[src/rtl/dram_cache_pkg.sv]
// Shared DRAM-cache types: issuer FSM states, tag FIFO entry layout and
// AXI burst constants used by the tag issuer and the tag comparator.
package dram_cache_pkg;

    localparam int TAG_ADDR_W   = 32;
    localparam int TAG_ID_W     = 4;
    localparam int TAG_INDEX_W  = 10;
    localparam int TAG_OFFSET_W = 6;
    localparam int TAG_DATA_W   = 64;

    localparam logic [1:0] AXI_BURST_INCR = 2'b01;
    localparam int         TAG_BURST_LEN  = 8;

    typedef enum logic {
        S_IDLE,
        S_AR
    } issuer_state_e;

    typedef struct packed {
        logic                  write;
        logic [TAG_ID_W-1:0]   id;
        logic [TAG_ADDR_W-1:0] addr;
    } tag_fifo_entry_t;

endpackage

[src/rtl/outstanding_credit.sv]
// Outstanding AR burst counter: +1 per AR handshake, -1 per rlast beat.
// Ports: clk, rst, inc, dec in; full out (count == MAX_OUTSTANDING).
module outstanding_credit #(
    parameter int MAX_OUTSTANDING = 4
) (
    input  logic clk,
    input  logic rst,
    input  logic inc,
    input  logic dec,
    output logic full
);

    localparam int CNT_W = $clog2(MAX_OUTSTANDING + 1);
    localparam logic [CNT_W-1:0] CNT_MAX = CNT_W'(MAX_OUTSTANDING);

    logic [CNT_W-1:0] cnt;

    // Simultaneous inc and dec cancel out; both ends saturate.
    always_ff @(posedge clk or posedge rst) begin
        if (rst) begin
            cnt <= '0;
        end else if (inc && !dec && cnt != CNT_MAX) begin
            cnt <= cnt + 1'b1;
        end else if (dec && !inc && cnt != '0) begin
            cnt <= cnt - 1'b1;
        end
    end

    assign full = (cnt == CNT_MAX);

    // An rlast with no burst in flight means the R channel is broken.
    a_no_underflow: assert property (
        @(posedge clk) disable iff (rst) !(dec && !inc && cnt == '0)
    );

endmodule

[src/rtl/tag_lookup_issuer.sv]
// Issues one AXI AR line fetch per cache request and pushes the matching
// tag FIFO entry {write, id, addr} in the AR handshake cycle, throttling
// acceptance on FIFO almost-full and on MAX_OUTSTANDING bursts in flight.
// Ports: clk/rst; req_* front-end request; ar* AXI AR master; rvalid/
// rready/rlast snooped R; tag_fifo_* FIFO push; stat_* lookup counters.
// Optional: TAG_ISSUE_STATS_EN enables the read/write lookup counters.
module tag_lookup_issuer
    import dram_cache_pkg::*;
#(
    parameter int ADDR_WIDTH      = TAG_ADDR_W,
    parameter int ID_WIDTH        = TAG_ID_W,
    parameter int INDEX_WIDTH     = TAG_INDEX_W,
    parameter int OFFSET_WIDTH    = TAG_OFFSET_W,
    parameter int DATA_WIDTH      = TAG_DATA_W,
    parameter int BURST_LEN       = TAG_BURST_LEN,
    parameter int MAX_OUTSTANDING = 4
) (
    input  logic                          clk,
    input  logic                          rst,
    input  logic                          req_valid_i,
    output logic                          req_ready_o,
    input  logic [ADDR_WIDTH-1:0]         req_addr_i,
    input  logic [ID_WIDTH-1:0]           req_id_i,
    input  logic                          req_write_i,
    output logic [ID_WIDTH-1:0]           arid_o,
    output logic [ADDR_WIDTH-1:0]         araddr_o,
    output logic [7:0]                    arlen_o,
    output logic [2:0]                    arsize_o,
    output logic [1:0]                    arburst_o,
    output logic                          arvalid_o,
    input  logic                          arready_i,
    input  logic                          rvalid_i,
    input  logic                          rready_i,
    input  logic                          rlast_i,
    input  logic                          tag_fifo_afull_i,
    output logic                          tag_fifo_wren_o,
    output logic [ADDR_WIDTH+ID_WIDTH:0]  tag_fifo_wdata_o,
    output logic [31:0]                   stat_rd_cnt_o,
    output logic [31:0]                   stat_wr_cnt_o
);

    localparam int ENTRY_W = ADDR_WIDTH + ID_WIDTH + 1;
    localparam int SET_LSB = OFFSET_WIDTH;
    localparam int TAG_LSB = OFFSET_WIDTH + INDEX_WIDTH;

    issuer_state_e      state;
    logic [ENTRY_W-1:0] entry;
    logic               ar_hs;
    logic               r_done;
    logic               credit_full;

    assign ar_hs  = arvalid_o && arready_i;
    assign r_done = rvalid_i && rready_i && rlast_i;

    // rst term keeps ready low while reset is held.
    assign req_ready_o = !rst && state == S_IDLE
                      && !tag_fifo_afull_i && !credit_full;

    always_ff @(posedge clk or posedge rst) begin
        if (rst) begin
            state     <= S_IDLE;
            arvalid_o <= 1'b0;
            entry     <= '0;
        end else begin
            unique case (state)
                S_IDLE: begin
                    if (req_valid_i && req_ready_o) begin
                        entry     <= {req_write_i, req_id_i, req_addr_i};
                        arvalid_o <= 1'b1;
                        state     <= S_AR;
                    end
                end
                S_AR: begin
                    if (arready_i) begin
                        arvalid_o <= 1'b0;
                        state     <= S_IDLE;
                    end
                end
                default: begin
                    arvalid_o <= 1'b0;
                    state     <= S_IDLE;
                end
            endcase
        end
    end

    // Line-aligned fetch: tag bits and set index kept, offset cleared.
    assign araddr_o = {entry[ADDR_WIDTH-1:TAG_LSB],
                       entry[TAG_LSB-1:SET_LSB],
                       {OFFSET_WIDTH{1'b0}}};
    assign arid_o    = entry[ADDR_WIDTH +: ID_WIDTH];
    assign arlen_o   = 8'(BURST_LEN - 1);
    assign arsize_o  = 3'($clog2(DATA_WIDTH / 8));
    assign arburst_o = AXI_BURST_INCR;

    // Push in the handshake cycle so FIFO order tracks R-burst order.
    assign tag_fifo_wren_o  = ar_hs;
    assign tag_fifo_wdata_o = entry;

    outstanding_credit #(
        .MAX_OUTSTANDING(MAX_OUTSTANDING)
    ) u_credit (
        .clk  (clk),
        .rst  (rst),
        .inc  (ar_hs),
        .dec  (r_done),
        .full (credit_full)
    );

`ifdef TAG_ISSUE_STATS_EN
    always_ff @(posedge clk or posedge rst) begin
        if (rst) begin
            stat_rd_cnt_o <= '0;
            stat_wr_cnt_o <= '0;
        end else if (ar_hs) begin
            if (entry[ENTRY_W-1]) stat_wr_cnt_o <= stat_wr_cnt_o + 1'b1;
            else                  stat_rd_cnt_o <= stat_rd_cnt_o + 1'b1;
        end
    end
`else
    assign stat_rd_cnt_o = '0;
    assign stat_wr_cnt_o = '0;
`endif

endmodule
[config.mk]
export PLATFORM = sky130hd
export DESIGN_NAME = tag_lookup_issuer
export DESIGN_NICKNAME = d
export VERILOG_FILES = /design/src/rtl/dram_cache_pkg.sv /design/src/rtl/outstanding_credit.sv /design/src/rtl/tag_lookup_issuer.sv
export SDC_FILE = /design/constraint.sdc
export NUM_CORES = 1
export LEC_CHECK = 0
export ABC_AREA = 1
export BUFFER_PORTS_ARGS = -buffer_cell sky130_fd_sc_hd__buf_2
export CAP_MARGIN = 20
export CORE_ASPECT_RATIO = 1.2
export CORE_MARGIN = 1.5
export CORE_UTILIZATION = 25
export CTS_CLUSTER_DIAMETER = 80
export DETAILED_ROUTE_END_ITERATION = 6
export RECOVER_POWER = 50
export SYNTH_ARGS = -nofsm -noshare
export SYNTH_HDL_FRONTEND = slang
export SYNTH_SLANG_ARGS = --single-unit
[constraint.sdc]
create_clock -name clk -period 1.5 [get_ports clk]
set_clock_uncertainty 0.15 [all_clocks]
set_input_delay 0.45 -clock clk [delete_from_list [all_inputs] [get_ports clk]]
set_output_delay 0.45 -clock clk [all_outputs]
set_load 0.05 [all_outputs]
# After elaboration in Yosys (flattened, before gate mapping)

Cells that the tools add are included.

Input bits: 45
Bits in registers: 42

$add $sub $neg: 2
Eq/ne operators: 4
Reductions and logical operators: 20
Muxes and demuxes: 8
Bitwise operators: 1

Operator list:

| operator                                              | number |
|---|---|
| logical AND 1 bit                                     | 11 |
| 2-to-1 mux 3 bit                                      | 2 |
| logical NOT 1 bit                                     | 5 |
| 2-to-1 mux 1 bit                                      | 4 |
| one-hot mux 1 bit (2 select lines)                    | 2 |
| AND reduction 2 bit                                   | 2 |
| adder 3 x 1 -> 3 bit, second input constant           | 1 |
| equality test 3 bit, second input constant            | 1 |
| inequality test 3 bit, second input constant          | 1 |
| nonzero test 3 bit                                    | 1 |
| subtractor 3 x 1 -> 3 bit, second input constant      | 1 |
| inequality test 2 x 1 -> 1 bit, second input constant | 1 |
| inequality test 2 bit, second input constant          | 1 |
| nonzero test 2 bit                                    | 1 |
| NOT 1 bit                                             | 1 |

# Logic depth before layout (Yosys ltp)

Word-level depth: 7
Gate-level depth with buffers: 9

# Hierarchy

Synthesis repeated with hierarchy kept, for this count alone.

Cell total of the unflattened synthesis: 325
Area total of the unflattened synthesis: 2742.6 sq um

Modules (own cells, without submodules):

| module             | instances | sequential area each (sq um) | area an instance (sq um) | cells each |
|---|---|---|---|---|
| tag_lookup_issuer  | 1         | 975.9                        | 2512.4                   | 294 |
| outstanding_credit | 1         | 75.1                         | 230.2                    | 31 |

# Least setup slack after synthesis

OpenSTA, ideal clock, no wires.

Path type: flip-flop to flip-flop
Start: register arvalid_o
End: register u_credit.cnt[2]
Slack: -0.710 ns
Stages on the path, launching flop included: 9
Arrival time: 1.943 ns
Path through: dfrtp_1 nand2_1 inv_1 nand3_1 fa_1 nand2_1 nand2_1 nand2_1 nand2_1

Cells in the longest elaborated chain, start to end: 5
Elaborated cells between the ends (all ways): 8

RTL lines:

| element                        | line                     | source |
|---|---|---|
| from (decl)                    | tag_lookup_issuer.sv:30  | `output logic arvalid_o,` |
| from (signal assigned)         | tag_lookup_issuer.sv:62  | `arvalid_o <= 1'b0;` |
| from (signal assigned)         | tag_lookup_issuer.sv:69  | `arvalid_o <= 1'b1;` |
| from (signal assigned)         | tag_lookup_issuer.sv:75  | `arvalid_o <= 1'b0;` |
| logical AND 1 bit (*)          | tag_lookup_issuer.sv:52  | `assign ar_hs = arvalid_o && arready_i;` |
| via tag_fifo_wren_o            | tag_lookup_issuer.sv:36  | `output logic tag_fifo_wren_o,` |
| logical NOT 1 bit              | outstanding_credit.sv:24 | `end else if (dec && !inc && cnt != '0) begin` |
| logical AND 1 bit (2 in a row) | outstanding_credit.sv:24 |  |
| nonzero test 2 bit (no line)   | -                        |  |
| to (signal assigned)           | outstanding_credit.sv:23 | `cnt <= cnt + 1'b1;` |
| to (signal assigned)           | outstanding_credit.sv:25 | `cnt <= cnt - 1'b1;` |
| to (decl)                      | outstanding_credit.sv:16 | `logic [CNT_W-1:0] cnt;` |

The timed path passes the listed nets; every way through them passes the cells marked *.
A chain may end at the register's enable or synchronous reset.

# Worst setup path after layout

Start: register u_credit.cnt[0]
End: output port req_ready_o

Cells in the longest elaborated chain, start to end: 3

RTL lines:

| element             | line                     | source |
|---|---|---|
| equality test 3 bit | outstanding_credit.sv:29 | `assign full = (cnt == CNT_MAX);` |
| logical NOT 1 bit   | tag_lookup_issuer.sv:57  | `&& !tag_fifo_afull_i && !credit_full;` |
| logical AND 1 bit   | tag_lookup_issuer.sv:57  |  |
| to (decl)           | tag_lookup_issuer.sv:21  | `output logic req_ready_o,` |

Every way passes these cells.

==> impl.org <==
** STA
- Worst Setup Slack, final :: -298 ps
- The hold violation total from the final report was 0.
- Dividing the final minimum period by the clock period gives 120%.
- Final min period :: 1800 ps
- Setup violations remaining at the end of the flow were counted as 44.
- The final count of pins violating max slew is 0.
- Worst Max-Slew Pin Slew :: 611 ps
- Remaining max-slew budget at the tightest pin :: 59.2%
- Setup repair after global routing missed its margin :: true
- Based on the critical path, the design can be clocked at up to 556 MHz.

** Synthesis
- Compound-cell area share of the yosys netlist :: 8.59%
- Post-synthesis xor/xnor area fraction :: 0%
- In this run, synthesis produced a sequential element count of 42.
- The commonest cells after synthesis are buf_4 (113), nand2_1 (54), inv_1 (43).
- In the synthesized netlist the async set-or-reset flop fraction comes to 100%.
- The Yosys step of the flow raised 0 warnings.
- In this run the cell area of the synthesized design comes to around 0.0027 mm2.
- Library cell with the largest summed area after synthesis :: dfrtp_1
- Averaged over all synthesized cells, the footprint is 8.53 um2.
- Measured against the total synthesized area, the mux share comes to 0%.
- Synthesis produced between 300 and 400 cells.
- In this run, distinct cell masters in the synthesized netlist total 18.
- By area, the combinational part of the netlist is dominated by buffers and inverters.
- Synthesized-area fraction occupied by adder cells :: 0.755%
- Portion of the post-synthesis area used by sequential elements :: between 30% and 40%
- Proportion of netlist area held by the largest area contributor :: 39.6%
- In the post-synthesis netlist, the cell with the most instances is buf_4.
- Number of enable-type register cells in the synthesized netlist :: 0
- Ys flop type :: dfrtp_1
- The synthesized netlist devotes 9.96% of its cell area to simple gates.
- After synthesis, the cell types taking the most area are dfrtp_1 (40%), buf_4 (32%), nand2_1 (7.6%).

** Global routing
- Vias in the first global route :: 1778
- Remaining global-route overflow :: 0
- The number of antenna violations at the first check in global routing was 1.
- Pin count of the biggest net entering global routing :: 43
- GRT Total Usage :: 10.2%
- Global-route wire length before repair :: approximately 9 mm

** Placement
- Count of buffers inserted at the top-level ports :: 114
- Once placement finished, the instance area stood at 0.00295 mm2.
- Weighted congestion reported at the end of routability-driven placement :: 0.684
- Detailed placement finished with a half-perimeter wire length of around 3.5 mm.
- Including well taps, the total number of placed cells is 526.
- At the placement stage, the worst setup path has a slack of -255 ps.

** Power and ir drop
- Clock Power Share :: 11.8%
- The share of total power dissipated in sequential elements is 21.9%.
- Combinational cell fraction of total power :: 66.4%
- IR analysis of the VDD net gives a maximum drop of roughly 0.69 mV.
- Net switching component of the power :: 0.00556 W
- For this design the static power due to leakage is 2.17 nW.
- Power spread over the standard cell area amounts to 2630 mW/mm2.
- Power Internal :: 0.00487 W
- Net switching is about 53% of the power.

** Routing
- Routed Wire Length :: 6.12 mm
- Drt first-iter violations :: slightly below 70
- First drt pass iteration count :: 3
- Dividing the detail-routed via count by the number of cells gives 3.66.
- Drc violations :: 0
- Vias :: between 2000 and 2500
- Number of antenna-violating nets in the routed design :: 0
- Drt wl/cell :: 11.0 um

** CTS
- Clk sinks :: 42
- Buffers inserted to repair hold after CTS numbered 0.
- Root Buffer Master :: clkbuf_16
- CTS tree :: done
- Clock input transition at the sequential cells of the worst setup and hold paths :: 60 ps
- Clock tree synthesis inserted a total of 5 buffers.
- The H-tree was split into 2 levels.
- Bufs on Longest Clock Path :: 2
- Clock latency on the worst-skew pair, taken at its later pin, is ~280 ps.

** Layout
- Final cell count without fillers :: between 500 and 600
- Of the cells placed in the final design, the portion with a size suffix greater than 1 is 48.8%.
- Compared with the post-synthesis result, the final layout area differs by 49.3%.
- Final Cell Area :: 0.00396 mm2
- Number of inserted filler cells in the final layout :: 1033
- Final net count :: roughly 470

** Floorplan
- Die span in x :: between 90 and 100 um
- Die Ht :: 116 um
- The core region is 0.0104 mm2.
- The initialized floorplan defines 41 standard-cell rows.
- Once the floorplan was initialized, standard cells occupied 25.5% of the core.
- In this run the count of I/O pins placed on the die edge is 198.
- Total die area :: 0.0112 mm2

** Setup path
- Crit path capture type :: primary output
- Launching element type of the critical path :: register
- Startpoint-to-endpoint class of the critical path :: register to primary output
- Data on the critical path arrives at its endpoint at 1200 ps.
- CP Max Fanout :: 2
- At the worst endpoint, the required time is 900 ps.

** Run status
- Status :: finished, violations left
- Violated checks :: negative setup slack

** Run
- The tool flagged a number of max-cap violations equal to 0.

** Worst hold path
- Worst Hold Class :: primary input to register
-- routing by layer --
| metal | global-route usage, % | routed length, um | vias to the layer above |
|---|---|---|---|
| li1 | - | - | 968 |
| met1 | 11.6 | 2310 | 933 |
| met2 | 18.2 | 3200 | 129 |
| met3 | 3.20 | 558 | 4 |
| met4 | 3.09 | 56 | 0 |
| met5 | 0 | 0 | - |
-- layout by cell type (no fill, tap or decap), types with 11 or more instances in the layout --
master	n
conb_1	83
buf_6	64
nand2_1	50
buf_2	44
inv_1	41
dfrtp_2	31
o21ai_1	22
buf_4	19
o21ai_2	12
dfrtp_1	11
-- path summary, 6_finish.rpt --
check                                         start              endpoint  slack, ps  depth (start not counted)
worst max-delay path                u_credit.cnt[0]           req_ready_o       -300                          4
worst min-delay path                      arready_i                 state        230                          2
worst max register to register      u_credit.cnt[0]   tag_fifo_wdata_o[3]       -250                          9
worst min register to register  tag_fifo_wdata_o[5]   tag_fifo_wdata_o[5]        340                          2
max in group asynchronous                       rst  tag_fifo_wdata_o[34]        390                          4
min in group asynchronous                       rst             arvalid_o        350                          4
-- power by group through the flow --
| stage | registers, W | clock network (W) | logic [W] |
|---|---|---|---|
| 2_1_floorplan | 0.00382 | 0 | 0.00335 |
| 3_3_place_gp | 0.00206 | 0 | 0.00554 |
| 3_5_place_dp | 0.00209 | 0 | 0.00558 |
| 4_1_cts | 0.00213 | 0.00128 | 0.00640 |
| 5_1_grt | 0.00236 | 0.00134 | 0.00722 |
| 6_report | 0.00228 | 0.00123 | 0.00692 |
-- cells by family after synthesis --
| family | after synthesis |
|---|---|
| AOI/OAI and AO/OA | 38 |
| adders and majority gates | 1 |
| buffers and inverters | 164 |
| DFF | 42 |
| other | 2 |
| and+or+nand+nor | 64 |
-- stage by stage --
step           total power, W  utilization (%)  setup TNS [ps]  hold WS (ps)
3_5_place_dp          0.00767             28.4           -5880           330
4_1_cts               0.00981             35.2           -8380           212
6_report               0.0104             38.0           -8920           232
2_1_floorplan         0.00717                -            -714           290
3_3_place_gp          0.00760             28.4           -6100           314
5_1_grt                0.0109             38.0          -12450           231
-- critical path, cell delays in order, from the launching register on --
cell and delay, ps:
dfrtp_1 390, nor2_2 160, nand2_2 80, and2_4 140
buf_6 140
-- final cells by class --
cell class	instances	area, um2	share of cell area, %
Sequential cell	42	1090	27.5
Timing Repair Buffer	147	1500	37.8
Clock inverter	2	37.5	0.948
Clock buffer	6	129	3.26
Tap cell	129	161	4.08
Antenna cell	1	2.50	0.0632
Inverter	43	169	4.27
Multi-Input combinational cell	186	872	22.0
-- registers in the layout (all words and copies together) (netlist names) --
register          flops
arvalid_o             1
tag_fifo_wdata_o     37
state                 1
u_credit.cnt          3
-- repair_timing --
action                                  in CTS  in global routing
gates cloned                                 7                  3
endpoints found under the setup margin     108                105
setup buffers                               10                  2
pin swaps                                    3                  2
endpoints found under the hold margin        0                  0
gates resized for setup                     92                 71
Note: power is estimated with default switching activity, not from simulation.
